**config.mk**
```make
export PLATFORM = sky130hd
export DESIGN_NAME = mem_port_arbiter_flat
export DESIGN_NICKNAME = d
export VERILOG_FILES = /design/src/rtl/mem_port_arbiter_if.sv /design/src/rtl/mem_port_arbiter.sv /design/src/flat_wrapper.sv
export SDC_FILE = /design/constraint.sdc
export NUM_CORES = 1
export LEC_CHECK = 0
export CAP_MARGIN = 20
export CORE_ASPECT_RATIO = 1.1
export CORE_UTILIZATION = 44
export CTS_CLUSTER_DIAMETER = 60
export DETAILED_ROUTE_END_ITERATION = 6
export PLACE_DENSITY = 0.86
export SYNTH_ARGS = -nofsm -noshare
export SYNTH_HDL_FRONTEND = slang
export SYNTH_SLANG_ARGS = --single-unit
```
**constraint.sdc**
```tcl
create_clock -name clk -period 4.3 [get_ports clk]
set_clock_uncertainty 0.1 [all_clocks]
set_input_delay 1.075 -clock clk [delete_from_list [all_inputs] [get_ports clk]]
set_output_delay 1.075 -clock clk [all_outputs]
set_load 0.02 [all_outputs]
```
**src/rtl/mem_port_arbiter_if.sv**
```systemverilog
// Bundle of requester-side handshake and memory-port signals for mem_port_arbiter.
// The slave modport is the arbiter's view; master is the environment's view.
interface mem_port_arbiter_if #(
  parameter int NUM_REQ    = 4,
  parameter int DATA_WIDTH = 8,
  parameter int ADDR_WIDTH = 8
);
  logic [NUM_REQ-1:0]            req_valid;
  logic [NUM_REQ-1:0]            req_we;
  logic [NUM_REQ*ADDR_WIDTH-1:0] req_addr;
  logic [NUM_REQ*DATA_WIDTH-1:0] req_wdata;
  logic [NUM_REQ-1:0]            req_ready;
  logic [NUM_REQ-1:0]            resp_valid;
  logic [DATA_WIDTH-1:0]         resp_data;
  logic                          mem_en;
  logic                          mem_we;
  logic [ADDR_WIDTH-1:0]         mem_addr;
  logic [DATA_WIDTH-1:0]         mem_wdata;
  logic [DATA_WIDTH-1:0]         mem_rdata;

  modport slave (
    input  req_valid, req_we, req_addr, req_wdata, mem_rdata,
    output req_ready, resp_valid, resp_data, mem_en, mem_we, mem_addr, mem_wdata
  );

  modport master (
    output req_valid, req_we, req_addr, req_wdata, mem_rdata,
    input  req_ready, resp_valid, resp_data, mem_en, mem_we, mem_addr, mem_wdata
  );
endinterface

```
**src/rtl/mem_port_arbiter.sv**
```systemverilog
// Round-robin arbiter sharing one registered-read BRAM port among NUM_REQ
// single-beat requesters. Grant is combinational; read responses come back
// one cycle after accept, tagged with a one-hot valid.
module mem_port_arbiter #(
  parameter int NUM_REQ    = 4,
  parameter int DATA_WIDTH = 8,
  parameter int ADDR_WIDTH = 8
) (
  input logic               clk,
  input logic               rst,
  mem_port_arbiter_if.slave bus
);

  localparam int PTR_W = (NUM_REQ > 1) ? $clog2(NUM_REQ) : 1;

  logic [PTR_W-1:0]   rr_ptr;
  logic [NUM_REQ-1:0] grant_p0;
  logic               gnt_any_p0;
  int                 gnt_idx_p0;
  int                 scan_idx;
  logic [NUM_REQ-1:0] resp_vld_p1;

  // Pointer to the requester after idx, wrapping at NUM_REQ.
  function automatic logic [PTR_W-1:0] next_ptr(input int idx);
    if (idx >= NUM_REQ - 1) return '0;
    return PTR_W'(idx + 1);
  endfunction

  // Stage p0: scan from rr_ptr for the first valid requester and route it to memory.
  always_comb begin
    grant_p0      = '0;
    gnt_any_p0    = 1'b0;
    gnt_idx_p0    = 0;
    scan_idx      = 0;
    bus.mem_we    = 1'b0;
    bus.mem_addr  = '0;
    bus.mem_wdata = '0;
    if (!rst) begin
      for (int k = 0; k < NUM_REQ; k++) begin
        scan_idx = (int'(rr_ptr) + k) % NUM_REQ;
        if (!gnt_any_p0 && bus.req_valid[scan_idx]) begin
          gnt_any_p0         = 1'b1;
          gnt_idx_p0         = scan_idx;
          grant_p0[scan_idx] = 1'b1;
          bus.mem_we         = bus.req_we[scan_idx];
          bus.mem_addr       = bus.req_addr[scan_idx*ADDR_WIDTH +: ADDR_WIDTH];
          bus.mem_wdata      = bus.req_wdata[scan_idx*DATA_WIDTH +: DATA_WIDTH];
        end
      end
    end
  end

  assign bus.req_ready = grant_p0;
  assign bus.mem_en    = gnt_any_p0;

  // Stage p1: advance the round-robin pointer past the winner and tag read responses.
  always_ff @(posedge clk) begin
    if (rst) begin
      rr_ptr      <= '0;
      resp_vld_p1 <= '0;
    end else begin
      if (gnt_any_p0) rr_ptr <= next_ptr(gnt_idx_p0);
      resp_vld_p1 <= bus.mem_we ? '0 : grant_p0;
    end
  end

  // A response whose cycle coincides with reset is dropped rather than delivered.
  assign bus.resp_valid = rst ? '0 : resp_vld_p1;
  assign bus.resp_data  = bus.mem_rdata;

endmodule

```
**src/flat_wrapper.sv**
```systemverilog
// flat-port wrapper written by rule: the top's interface ports become plain ports
module mem_port_arbiter_flat 
#(
  parameter int NUM_REQ    = 4,
  parameter int DATA_WIDTH = 8,
  parameter int ADDR_WIDTH = 8
)
  (clk, rst, bus_req_valid, bus_req_we, bus_req_addr, bus_req_wdata, bus_mem_rdata, bus_req_ready, bus_resp_valid, bus_resp_data, bus_mem_en, bus_mem_we, bus_mem_addr, bus_mem_wdata);
  mem_port_arbiter_if #(.NUM_REQ(NUM_REQ), .DATA_WIDTH(DATA_WIDTH), .ADDR_WIDTH(ADDR_WIDTH)) bus_i ();
  input logic clk;
  input logic rst;
  input wire logic [$bits(bus_i.req_valid)-1:0] bus_req_valid;
  input wire logic [$bits(bus_i.req_we)-1:0] bus_req_we;
  input wire logic [$bits(bus_i.req_addr)-1:0] bus_req_addr;
  input wire logic [$bits(bus_i.req_wdata)-1:0] bus_req_wdata;
  input wire logic [$bits(bus_i.mem_rdata)-1:0] bus_mem_rdata;
  output wire logic [$bits(bus_i.req_ready)-1:0] bus_req_ready;
  output wire logic [$bits(bus_i.resp_valid)-1:0] bus_resp_valid;
  output wire logic [$bits(bus_i.resp_data)-1:0] bus_resp_data;
  output wire logic [$bits(bus_i.mem_en)-1:0] bus_mem_en;
  output wire logic [$bits(bus_i.mem_we)-1:0] bus_mem_we;
  output wire logic [$bits(bus_i.mem_addr)-1:0] bus_mem_addr;
  output wire logic [$bits(bus_i.mem_wdata)-1:0] bus_mem_wdata;
  assign bus_i.req_valid = bus_req_valid;
  assign bus_i.req_we = bus_req_we;
  assign bus_i.req_addr = bus_req_addr;
  assign bus_i.req_wdata = bus_req_wdata;
  assign bus_i.mem_rdata = bus_mem_rdata;
  assign bus_req_ready = bus_i.req_ready;
  assign bus_resp_valid = bus_i.resp_valid;
  assign bus_resp_data = bus_i.resp_data;
  assign bus_mem_en = bus_i.mem_en;
  assign bus_mem_we = bus_i.mem_we;
  assign bus_mem_addr = bus_i.mem_addr;
  assign bus_mem_wdata = bus_i.mem_wdata;
  mem_port_arbiter #(.NUM_REQ(NUM_REQ), .DATA_WIDTH(DATA_WIDTH), .ADDR_WIDTH(ADDR_WIDTH)) u_core (.clk(clk), .rst(rst), .bus(bus_i));
endmodule
```
After elaboration in Yosys (flattened, before gate mapping)
Index checks and enable logic that the tools add are counted.
{ "totals": {"reg_bits": 6, "out_inout_bits": 34, "word_cells": 115, "in_bits": 82} }
{ "classes": {"n_addsub": 4, "shifts": 8, "order_cmp": 9, "bitwise": 6, "mux": 72, "reduce_logical": 14} }
{ "ops": {"columns": ["cell", "count"], "rows": [
  ["$shiftx A32 B6 Y8", 8],
  ["$mux W32", 4],
  ["$mux W8", 10],
  ["$mux W4", 9],
  ["$mux W1", 34],
  ["$ge A32 B3 Y1 const B", 1],
  ["$bmux W1 S2", 8],
  ["$lt A3 B4 Y1 const B", 3],
  ["$or A4 B4 Y4", 3],
  ["$ge A3 B1 Y1 const B", 3],
  ["$demux W1 S2", 4],
  ["$reduce_or A2 Y1", 4],
  ["$logic_and A1 B1 Y1", 7],
  ["$add A2 B2 Y2 const B", 3],
  ["$mux W2", 3],
  ["$and A1 B1 Y1 const A", 3],
  ["$logic_not A1 Y1", 3],
  ["$lt A2 B3 Y1 const B", 1],
  ["$add A2 B1 Y2 const B", 1],
  ["$ge A2 B1 Y1 const B", 1]
]} }

Longest topological paths before layout
{ "logic_depth": {"depth_word": 22, "ltp_mapped": 11, "ltp_nobuf": 7} }

Worst setup path before layout
Ideal clock, no wire load.
{ "synth_path": {"kind": "register -> output", "startpoint": "register u_core.rr_ptr[1]", "endpoint": "output port bus_mem_wdata[2]", "setup_slack_ps": 399, "stages_incl_launch_ff": 11, "required_time_ps": 3125, "n_path_buf": 3, "arrival_ps": 2726, "cell_sequence": "dfxtp_1 -> inv_1 -> clkbuf_1 -> ha_1 -> buf_6 -> mux2i_1 -> a32oi_1 -> o211ai_2 -> buf_2 -> a22oi_1 -> a211oi_1"} }
{ "synth_via": {"elab_chain_len": 16, "elab_cells_between_ends": 41} }
{ "synth_lines": {"columns": ["item", "line", "rtl"], "rows": [
  ["start: declaration", "mem_port_arbiter.sv:16", "logic [PTR_W-1:0] rr_ptr;"],
  ["start signal: assignment", "mem_port_arbiter.sv:62", "if (gnt_any_p0) rr_ptr <= next_ptr(gnt_idx_p0);"],
  ["branches (longest 14 deep; another with $add A2 B1 Y2)", null, null],
  ["$mux W8 (*)", "mem_port_arbiter.sv:41", "if (!gnt_any_p0 && bus.req_valid[scan_idx]) begin"],
  ["$mux W8 (*)", "mem_port_arbiter.sv:38", "if (!rst) begin"],
  ["end: declaration", "flat_wrapper.sv:23", "output wire logic [$bits(bus_i.mem_wdata)-1:0] bus_mem_wdata;"]
]} }
Mark *: on every way between the ends. The select of a mux whose other input is x is not followed.

Final worst setup path
{ "layout_path": {"startpoint": "input port bus_req_valid[0]", "endpoint": "output port bus_req_ready[3]"} }
{ "layout_via": {"elab_chain_len": 16, "elab_cells_between_ends": 34} }
{ "layout_lines": {"columns": ["item", "line", "rtl"], "rows": [
  ["start: declaration", "flat_wrapper.sv:12", "input wire logic [$bits(bus_i.req_valid)-1:0] bus_req_valid;"],
  ["$bmux W1 S2", "mem_port_arbiter.sv:41", null],
  ["$mux W1 (implied by the code)", "mem_port_arbiter.sv:41", null],
  ["$mux W1", "mem_port_arbiter.sv:41", null],
  ["$mux W1", "mem_port_arbiter.sv:38", null],
  ["$logic_not A1 Y1", "mem_port_arbiter.sv:41", null],
  ["$logic_and A1 B1 Y1", "mem_port_arbiter.sv:41", null],
  ["$mux W1", "mem_port_arbiter.sv:41", null],
  ["$mux W1", "mem_port_arbiter.sv:38", null],
  ["$logic_not A1 Y1", "mem_port_arbiter.sv:41", null],
  ["$logic_and A1 B1 Y1", "mem_port_arbiter.sv:41", null],
  ["$mux W1", "mem_port_arbiter.sv:41", null],
  ["$mux W1", "mem_port_arbiter.sv:38", null],
  ["$logic_not A1 Y1", "mem_port_arbiter.sv:41", null],
  ["$logic_and A1 B1 Y1", "mem_port_arbiter.sv:41", null],
  ["$mux W4 (*)", "mem_port_arbiter.sv:41", null],
  ["$mux W4 (*)", "mem_port_arbiter.sv:38", null],
  ["end: declaration", "flat_wrapper.sv:17", "output wire logic [$bits(bus_i.req_ready)-1:0] bus_req_ready;"]
]} }
Mark *: on every way between the ends. The rest lies on a longest branch, timed or not. The select of a mux whose other input is x is not followed.

==> flow_summary.json <==
{
  "numCtsBuffers": 3,
  "place_congestion": 0.8821,
  "violations": "DRC",
  "synth.top_cell.area_share_pct": 28.75,
  "cts_root_buf": "clkbuf_8",
  "p_int_mw": 1.284,
  "dp.final_hpwl_mm": 6.690,
  "row_count": 29,
  "vias": 3069,
  "clk_latency_ns": 0.24,
  "ant_nets": 0,
  "drive_gt1_share_pct": 36.29,
  "path_delay_family": "buffers and inverters",
  "max_stage_delay_ns": 0.58,
  "grt_usage_pct": 25.76,
  "synth_edf_count": 0,
  "switching_power_mw": 1.084,
  "end_kind": "primary output",
  "syn_area_per_cell_sq_um": 9.519,
  "diodes": 0,
  "final-setup-viol-count": 0,
  "path_cells": "dlygate4sd2_1, mux4_2, buf_12, a221o_1, o21a_1, dlygate4sd2_1",
  "port_buffers": 99,
  "critPathMostFrequentCell": "dlygate4sd2_1",
  "ios": 116,
  "critPathLaunchType": "input pin",
  "finalHoldViolations": 0,
  "syn_nets": 376,
  "ys_top_cells_by_area": "mux4_2, mux2_2, a21oi_1",
  "critPathKind": "input pin to primary output",
  "crit_slowest_cell": "mux4_2",
  "drt-pass1-iter-count": 7,
  "clock_power_share_pct": 4.1,
  "min_path_type": "register to register",
  "die_w_microns": 77.26,
  "power_density_nw_per_um2": 590.5,
  "power_switching_share_pct": 45.77,
  "finalPower_mw": 2.368,
  "synthToLayoutAreaGrowth_pct": 46.28,
  "final_area_sq_um": 4010,
  "final_common_cell": "clkdlybuf4s50_1",
  "core-area_sq_um": 5878,
  "die_y_microns": 84.79,
  "status": "finished, violations left",
  "nets": 483,
  "synth_area_leader_cell": "mux4_2",
  "fp.dieArea_sq_um": 6550,
  "tightest_slew_ns": 0.6994,
  "crit_required_ns": 3.12,
  "post_cts_buffers": 0,
  "synth-seq-cells": 6,
  "layout_common_cells": "clkdlybuf4s50_1, buf_4, mux4_2",
  "p_seq_share_pct": 3.6,
  "worstPathArrival_ns": 3.05,
  "route.detailed.drc": 7,
  "yosysWarnings": 0,
  "wl_mm": 8.669,
  "htree_num_levels": 1,
  "grt_overflow": 0,
  "placed_cell_area_sq_um": 3951,
  "wl_per_cell_microns": 18.41,
  "antenna_found_initial": 0,
  "grt_pass1_vias": 2957,
  "cts_tree": "built",
  "fin_crit_sh_pct": 98.21,
  "final.min_clock_period_ns": 4.223,
  "max_freq_ghz": 0.2368,
  "synth_ff_type": "dfxtp_1",
  "grt_max_degree": 55,
  "maxCapViolCount": 0,
  "drt_iter0_drc": 251,
  "path_buf_inv": 3,
  "synthArstFlopShare_pct": 0,
  "start_util_pct": 46.64,
  "syn_inst": 288,
  "power_leakage_nw": 1.484,
  "irDropWorstVdd_v": 0.0003198,
  "pwr-share-comb_pct": 92.3,
  "cts_sinks": 6,
  "path_max_fanout": 11,
  "synth_seq_area_share_pct": 4.382,
  "relSlewSlack_pct": 53.38,
  "via_per_inst": 6.516,
  "cts.path.max_buffers": 2,
  "synthDistinctLibCells": 56,
  "netlist_area_sq_um": 2741,
  "grt_pass1_wl_mm": 13.72,
  "clkSlewWorstSetupHoldPaths_ns": 0.04,
  "slew_violations": 0
}
sequential cells by signal (all words and copies together) (netlist names):
name,count
u_core.rr_ptr,2
u_core.resp_vld_p1,4
cells in the mapped netlist, types with 4 or more instances:
library cell / number
dfxtp_1: 6
nor3_1: 9
inv_1: 11
mux2i_1: 8
nor2_1: 6
mux4_2: 35
nor2b_1: 6
a221o_1: 4
buf_6: 6
a211oi_1: 7
a21oi_1: 24
ha_1: 6
a21o_1: 4
o21ai_0: 5
nand2_1: 17
a222oi_1: 12
nand2b_1: 4
buf_2: 13
mux2_2: 31
buf_4: 11
clkbuf_1: 9
cell type report:
type	count	area [sq um]
fill	465	1868
tap	77	96.34
sequential	6	123.9
inverter	12	45.04
clock buffer	4	45.04
multi-input combinational	230	2332
timing repair buffer	142	1368
logic make-up after synthesis:
family                     after synthesis  share of synthesized area (%)
DFF                                      6                          4.382
muxes                                   75                          45.37
AOI/OAI and AO/OA                       82                          22.46
and+or+nand+nor                         67                          13.60
buffers and inverters                   52                          11.46
adders and majority gates                6                          2.738
stage by stage:
| step | util [%] | worst slack, ns | std cells | hold slack, ns | TNS, ns |
|---|---|---|---|---|---|
| after global placement | 67.22 | -0.4109 | 467 | 0.6696 | -7.522 |
| after global routing | 68.22 | -0.008577 | 471 | 0.7347 | -0.008577 |
| after CTS | 68.07 | 0.09141 | 471 | 0.6960 | 0 |
| after floorplan | - | 0.3992 | 288 | 0.7479 | 0 |
| after detailed placement | 67.22 | -0.4242 | 467 | 0.6754 | -7.780 |
| final | 68.22 | 0.07691 | 471 | 0.7012 | 0 |
routing by layer:
metal	global-route usage, %	share of wire (%)	vias up
li1	-	-	1380
met1	31.25	39	1474
met2	45.37	49	191
met3	4.022	8.5	24
met4	10.12	2.5	0
met5	0	0	-
worst paths after layout:
path	start	to	slack, ns	depth (start not counted)
hold / removal	u_core.rr_ptr[1]	u_core.rr_ptr[1]	0.70	4
hold reg to reg	u_core.rr_ptr[1]	u_core.rr_ptr[1]	0.70	4
setup / recovery	bus_req_valid[0]	bus_req_ready[3]	0.08	6
setup reg to reg	u_core.rr_ptr[0]	u_core.resp_vld_p1[0]	1.66	7
repair_timing:
item                       in CTS  in global routing
setup endpoints to repair      21                  1
hold buffers                    0                  0
pin swaps                       3                  1
resized for setup              58                  2
power by group through the flow:
stage	logic (mW)	clock network, mW	registers [mW]
4_1_cts	2.17	0.0969	0.0856
6_report	2.19	0.0959	0.0857
3_3_place_gp	2.14	0	0.0854
3_5_place_dp	2.19	0	0.0864
2_1_floorplan	1.55	0	0.0947
5_1_grt	2.34	0.102	0.0881
worst reg2reg max path, stage by stage, from the launching register on:
cell	delay [ns]
dfxtp_4	0.33
buf_4	0.41
buf_4	0.68
ha_1	0.29
nor3b_1	0.28
o21ai_2	0.12
buf_4	0.14
nor3_1	0.19
Power figures use the tool's default switching activity.
